==> src/rtl/fetch_if.sv <==
// Fetch-stage signal bundle: hazard controls, redirect, imem port and IF/ID outputs.
interface fetch_if;
    logic        pc_write;
    logic        ifid_write;
    logic        flush;
    logic [15:0] branch_target;
    logic [15:0] imem_data;
    logic [15:0] imem_addr;
    logic [15:0] ifid_instr;
    logic [15:0] ifid_pc_plus2;
    logic        ifid_valid;
    logic        halted;
    logic [15:0] stall_count;

    modport master (
        output pc_write, ifid_write, flush, branch_target, imem_data,
        input  imem_addr, ifid_instr, ifid_pc_plus2, ifid_valid,
        input  halted, stall_count
    );

    modport slave (
        input  pc_write, ifid_write, flush, branch_target, imem_data,
        output imem_addr, ifid_instr, ifid_pc_plus2, ifid_valid,
        output halted, stall_count
    );
endinterface

==> src/rtl/fetch_stage.sv <==
// WISC instruction fetch: PC, IF/ID register, HLT freeze and stall counter.
module fetch_stage #(
    parameter logic [15:0] RESET_PC   = 16'h0000,
    parameter logic [3:0]  HLT_OPCODE = 4'hF
) (
    input  logic   clk,
    input  logic   rst,
    fetch_if.slave f
);
    logic [15:0] pc_q, pc_d, pc_plus2;
    logic [15:0] instr_q, instr_d;
    logic [15:0] pp2_q, pp2_d;
    logic        valid_q, valid_d;
    logic        halt_q, halt_d;
    logic        halt_set;
    logic [15:0] stall_q, stall_d;

    assign pc_plus2 = pc_q + 16'd2;
    assign halt_set = f.ifid_write && !f.flush && !halt_q
                   && (f.imem_data[15:12] == HLT_OPCODE);

    always_comb begin
        pc_d    = pc_q;
        instr_d = instr_q;
        pp2_d   = pp2_q;
        valid_d = valid_q;
        halt_d  = halt_q;
        stall_d = stall_q;

        // the fetching HLT freezes the PC on its own edge
        if (f.flush)
            pc_d = f.branch_target;
        else if (!halt_q && !halt_set && f.pc_write)
            pc_d = pc_plus2;

        if (f.flush) begin
            instr_d = 16'h0000;
            pp2_d   = 16'h0000;
            valid_d = 1'b0;
        end else if (f.ifid_write) begin
            if (halt_q) begin
                instr_d = 16'h0000;
                valid_d = 1'b0;
            end else begin
                instr_d = f.imem_data;
                pp2_d   = pc_plus2;
                valid_d = 1'b1;
            end
        end

        if (f.flush)
            halt_d = 1'b0;
        else if (halt_set)
            halt_d = 1'b1;

        if (!f.pc_write && !f.flush && !halt_q && stall_q != 16'hFFFF)
            stall_d = stall_q + 16'd1;
    end

    always_ff @(posedge clk) begin
        if (rst) begin
            pc_q    <= RESET_PC;
            instr_q <= 16'h0000;
            pp2_q   <= 16'h0000;
            valid_q <= 1'b0;
            halt_q  <= 1'b0;
            stall_q <= 16'h0000;
        end else begin
            pc_q    <= pc_d;
            instr_q <= instr_d;
            pp2_q   <= pp2_d;
            valid_q <= valid_d;
            halt_q  <= halt_d;
            stall_q <= stall_d;
        end
    end

    assign f.imem_addr     = pc_q;
    assign f.ifid_instr    = instr_q;
    assign f.ifid_pc_plus2 = pp2_q;
    assign f.ifid_valid    = valid_q;
    assign f.halted        = halt_q;
    assign f.stall_count   = stall_q;
endmodule

==> src/flat_wrapper.sv <==
// flat-port wrapper written by rule: the top's interface ports become plain ports
module fetch_stage_flat 
#(
    parameter logic [15:0] RESET_PC   = 16'h0000,
    parameter logic [3:0]  HLT_OPCODE = 4'hF
)
  (clk, rst, f_pc_write, f_ifid_write, f_flush, f_branch_target, f_imem_data, f_imem_addr, f_ifid_instr, f_ifid_pc_plus2, f_ifid_valid, f_halted, f_stall_count);
  fetch_if f_i ();
  input  logic clk;
  input  logic rst;
  input wire logic [$bits(f_i.pc_write)-1:0] f_pc_write;
  input wire logic [$bits(f_i.ifid_write)-1:0] f_ifid_write;
  input wire logic [$bits(f_i.flush)-1:0] f_flush;
  input wire logic [$bits(f_i.branch_target)-1:0] f_branch_target;
  input wire logic [$bits(f_i.imem_data)-1:0] f_imem_data;
  output wire logic [$bits(f_i.imem_addr)-1:0] f_imem_addr;
  output wire logic [$bits(f_i.ifid_instr)-1:0] f_ifid_instr;
  output wire logic [$bits(f_i.ifid_pc_plus2)-1:0] f_ifid_pc_plus2;
  output wire logic [$bits(f_i.ifid_valid)-1:0] f_ifid_valid;
  output wire logic [$bits(f_i.halted)-1:0] f_halted;
  output wire logic [$bits(f_i.stall_count)-1:0] f_stall_count;
  assign f_i.pc_write = f_pc_write;
  assign f_i.ifid_write = f_ifid_write;
  assign f_i.flush = f_flush;
  assign f_i.branch_target = f_branch_target;
  assign f_i.imem_data = f_imem_data;
  assign f_imem_addr = f_i.imem_addr;
  assign f_ifid_instr = f_i.ifid_instr;
  assign f_ifid_pc_plus2 = f_i.ifid_pc_plus2;
  assign f_ifid_valid = f_i.ifid_valid;
  assign f_halted = f_i.halted;
  assign f_stall_count = f_i.stall_count;
  fetch_stage #(.RESET_PC(RESET_PC), .HLT_OPCODE(HLT_OPCODE)) u_core (.clk(clk), .rst(rst), .f(f_i));
endmodule
==> config.mk <==
export PLATFORM = sky130hd
export DESIGN_NAME = fetch_stage_flat
export DESIGN_NICKNAME = d
export VERILOG_FILES = /design/src/rtl/fetch_if.sv /design/src/rtl/fetch_stage.sv /design/src/flat_wrapper.sv
export SDC_FILE = /design/constraint.sdc
export NUM_CORES = 1
export LEC_CHECK = 0
export BUFFER_PORTS_ARGS = -buffer_cell sky130_fd_sc_hd__buf_2
export CORE_MARGIN = 1.5
export CORE_UTILIZATION = 45
export CTS_CLUSTER_DIAMETER = 50
export DETAILED_ROUTE_END_ITERATION = 8
export PLACE_DENSITY = 0.76
export SLEW_MARGIN = 20
export SYNTH_ARGS = -nofsm -noshare
export SYNTH_HDL_FRONTEND = slang
export SYNTH_SLANG_ARGS = --single-unit
==> constraint.sdc <==
create_clock -name clk -period 2.1 [get_ports clk]
set_clock_uncertainty 0.2 [all_clocks]
set_input_delay 0.21 -clock clk [delete_from_list [all_inputs] [get_ports clk]]
set_output_delay 0.21 -clock clk [all_outputs]
set_load 0.01 [all_outputs]
==> results by group <==
Outcome
  – Status: completed

Placed design
  – Buffers added on ports: roughly 100
  – DP HPWL: 5.946 mm
  – Routability Congestion: between 0.9 and 1

Global routing
  – Overflow after GRT: 0
  – GRT Resource Usage Total: 0.2553
  – Largest net degree at the start of global routing: 45
  – First-pass GRT wire length: about 15 mm
  – Vias in the first global route: 3130
  – Initial antenna violation count: 0

Critical path
  – Worst r2r src: u_core.f.halted$_SDFFE_PP0P_
  – Slowest cell on crit path: or4_4
  – CP peak stage delay: around 570 ps
  – Startpoint types: register
  – CP top delay family: simple AND/OR/NAND/NOR gates
  – CP Data Arrival Time: 2060 ps
  – Critical path required time: 2130 ps
  – Crit end category: register
  – Critical Path Source: u_core.f.halted$_SDFFE_PP0P_
  – CP cell instances: or3_4, or4_4, nor4_4, mux2_4
  – CP Buf/Inv Count: 0
  – Critical path type: reg2reg
  – Max FO, Critical Path: 3

Yosys
  – Post-Syn Area: between 2000 and 3000 um^2
  – Mapped Cells: 343
  – Post-synth EDFFs: 0
  – Syn Area/Cell: 8.722 um^2
  – Post-synthesis cell type count: 39
  – FF+latch count, synth: 66
  – Syn_nets: 382
  – Top FF cell, synth: dfxtp_1
  – Synth warn: 0
  – Async set or reset register ratio after synthesis: 0
  – Seq/Total Area, Yosys: 0.4417

Route
  – DRC: 0
  – Pre-antenna DRT Iters: 4
  – Routed vias: 3316
  – Via density: about 5.7
  – Routed WL per cell: 15.96 um
  – 1st-iter DRT viols: 146
  – Post-DRT Antenna Nets: 0
  – Total wire length: 9.239 mm

Pwr
  – Clock power share: 0.435
  – Switching part of the total: 0.2465
  – P per Cell Area: just under 700 nW/um^2
  – Pleak: slightly below 2 nW
  – NetSw: 755.8 uW
  – VDD IR max: 461.1 uV
  – Comb pwr share: 0.127
  – Sequential fraction of design power: 0.437
  – Int Power: 2.311 mW

CTS
  – H-tree depth: 3
  – Inserted Clock Buffers: 9
  – Clock slew at reported path FFs: 70 ps
  – Clock Tree Root: clkbuf_8
  – CTS tree: yes
  – Skew-Pair Late Insertion Delay: 350 ps
  – TritonCTS Sinks: 66
  – Clk buf depth: 2

Final layout
  – Diodes inserted: 0
  – Area grow syn2layout: 49.27%
  – Share of cells above drive strength 1: 0.3466
  – Final nets: 536

Timing
  – Fin crit share: 0.9694
  – Final Max Tran Viols: 0
  – Final setup viols: 0
  – Final Hold Vio Count: 0
  – Final Critical Period: 2036 ps
  – TNS Setup: 0 ps
  – Worst slew pin tran: 491.9 ps
  – Relative slew slack: 0.6721
  – Unrepaired setup endpoints after global routing: true
  – F_max: 491.2 MHz
  – WHS: ~44 ps

Die
  – Site Rows: 29
  – Die H: 84.54 um
  – Core ar.: 6386 um^2
  – Total die area: 7146 um^2
  – Die width: approximately 85 um
  – Starting density of the core: 0.4685
  – IO Count: roughly 100

Worst hold path
  – Worst min path class: in2reg
  – Hold path start: f_ifid_write

Job
  – Maxcap violations: 0
[path summary, 6_finish.rpt]
path	end	depth (start not counted)	slack, ps
worst min register to register	u_core.f.ifid_instr[1]$_SDFFE_PP0P_	2	310
worst max-delay path	u_core.f.stall_count[15]$_SDFFE_PP0P_	4	60
worst max register to register	u_core.f.stall_count[15]$_SDFFE_PP0P_	4	60
worst min-delay path	u_core.f.halted$_SDFFE_PP0P_	3	40
[cells in the mapped netlist (2+ instances only)]
cell / instances / area [um^2]
dfxtp_1: 66 / 1321
nor2_1: 40 / 150.1
a21oi_1: 24 / 120.1
a211oi_1: 20 / 150.1
clkbuf_1: 20 / 75.07
a22oi_1: 16 / 120.1
o21ai_0: 15 / 75.07
xnor2_1: 13 / 113.9
nand2_1: 12 / 45.04
and4_1: 11 / 96.34
inv_1: 11 / 41.29
nand4_1: 10 / 62.56
or3_1: 9 / 56.30
or4_1: 9 / 67.56
a2111oi_0: 8 / 70.07
o31ai_1: 8 / 60.06
nand3_1: 7 / 35.03
nor4_1: 6 / 37.54
mux2i_1: 4 / 40.04
nor3_1: 4 / 20.02
xor2_1: 4 / 35.03
a311oi_1: 3 / 26.28
buf_1: 3 / 11.26
buf_2: 2 / 10.01
ha_1: 2 / 25.02
nand3b_1: 2 / 15.01
nor2b_1: 2 / 12.51
[metal layers]
| layer | wire length [um] | GRT usage |
|---|---|---|
| met5 | 0 | 0 |
| met4 | 233 | 0.1056 |
| met3 | 527 | 0.07375 |
| met2 | 4646 | 0.4408 |
| met1 | 3832 | 0.2957 |
[metrics by stage]
stage | utilization | total power, mW | instance area [um^2] | instances | worst slack, ps
finish | 0.6993 | 3.067 | 4466 | 579 | 64.29
CTS | 0.6822 | 3.069 | 4357 | 576 | 0.1363
floorplan | - | 1.544 | 3028 | 343 | -4.860
global placement | 0.5897 | 1.685 | 3766 | 526 | -33.10
detailed placement | 0.5897 | 1.696 | 3766 | 526 | -66.07
global route | 0.6993 | 3.173 | 4466 | 579 | 14.05
[layout by cell type (no fill, tap or decap), drive strengths merged, types with 6 or more instances in the layout]
cell	Yosys	routed
dfxtp	66	66
nand4	10	10
inv	12	13
a211oi	20	20
and4	11	11
nor2	40	40
a22oi	16	16
or4	10	10
xnor2	13	13
clkbuf	20	10
a21oi	24	24
or3	9	9
a2111oi	8	8
nand3	7	7
o21ai	15	15
nand2	12	12
nor4	6	6
o31ai	8	8
buf	6	135
dlygate4sd3	0	34
[area by class of cell]
type                       instances  area [um^2]
clock buffer                      10        137.6
fill                             478         1921
inverter                          12        45.04
tap                               77        96.34
multi-input combinational        239         1630
clock inverter                     6        112.6
sequential                        66         1329
timing repair buffer             169         1115
[logic make-up after synthesis]
family          after synthesis  share of synthesized area
flops                        66                     0.4417
xor+xnor                     17                    0.04977
buf+inv                      38                    0.04977
mux                           6                    0.02091
fa+ha+maj                     2                   0.008363
compound gates               97                     0.2162
simple gates                117                     0.2133
[power by group through the flow]
stage	combinational [mW]	sequential [mW]	clock (mW)
detailed placement	0.329	1.37	0
global placement	0.321	1.36	0
floorplan	0.157	1.39	0
CTS	0.379	1.34	1.35
global route	0.425	1.35	1.40
finish	0.390	1.34	1.34
[sequential cells by signal (all words and copies together), names as in the netlist]
name / count
u_core.f.ifid_instr: 16
u_core.f.ifid_pc_plus2: 16
u_core.f.imem_addr: 16
u_core.f.stall_count: 16
u_core.f.ifid_valid: 1
u_core.f.halted: 1
[tightest hold or removal path, stage by stage]
cell     delay (ps)
buf_2           140
a21oi_1         130
nor2_1           60
[repair_timing]
item                                    CTS  global route
hold buffers                             34             0
hold endpoints to repair                 34             0
endpoints found under the setup margin    0            12
gates resized for setup                   0            19
setup buffers                             0             3
Power figures use the tool's default switching activity.
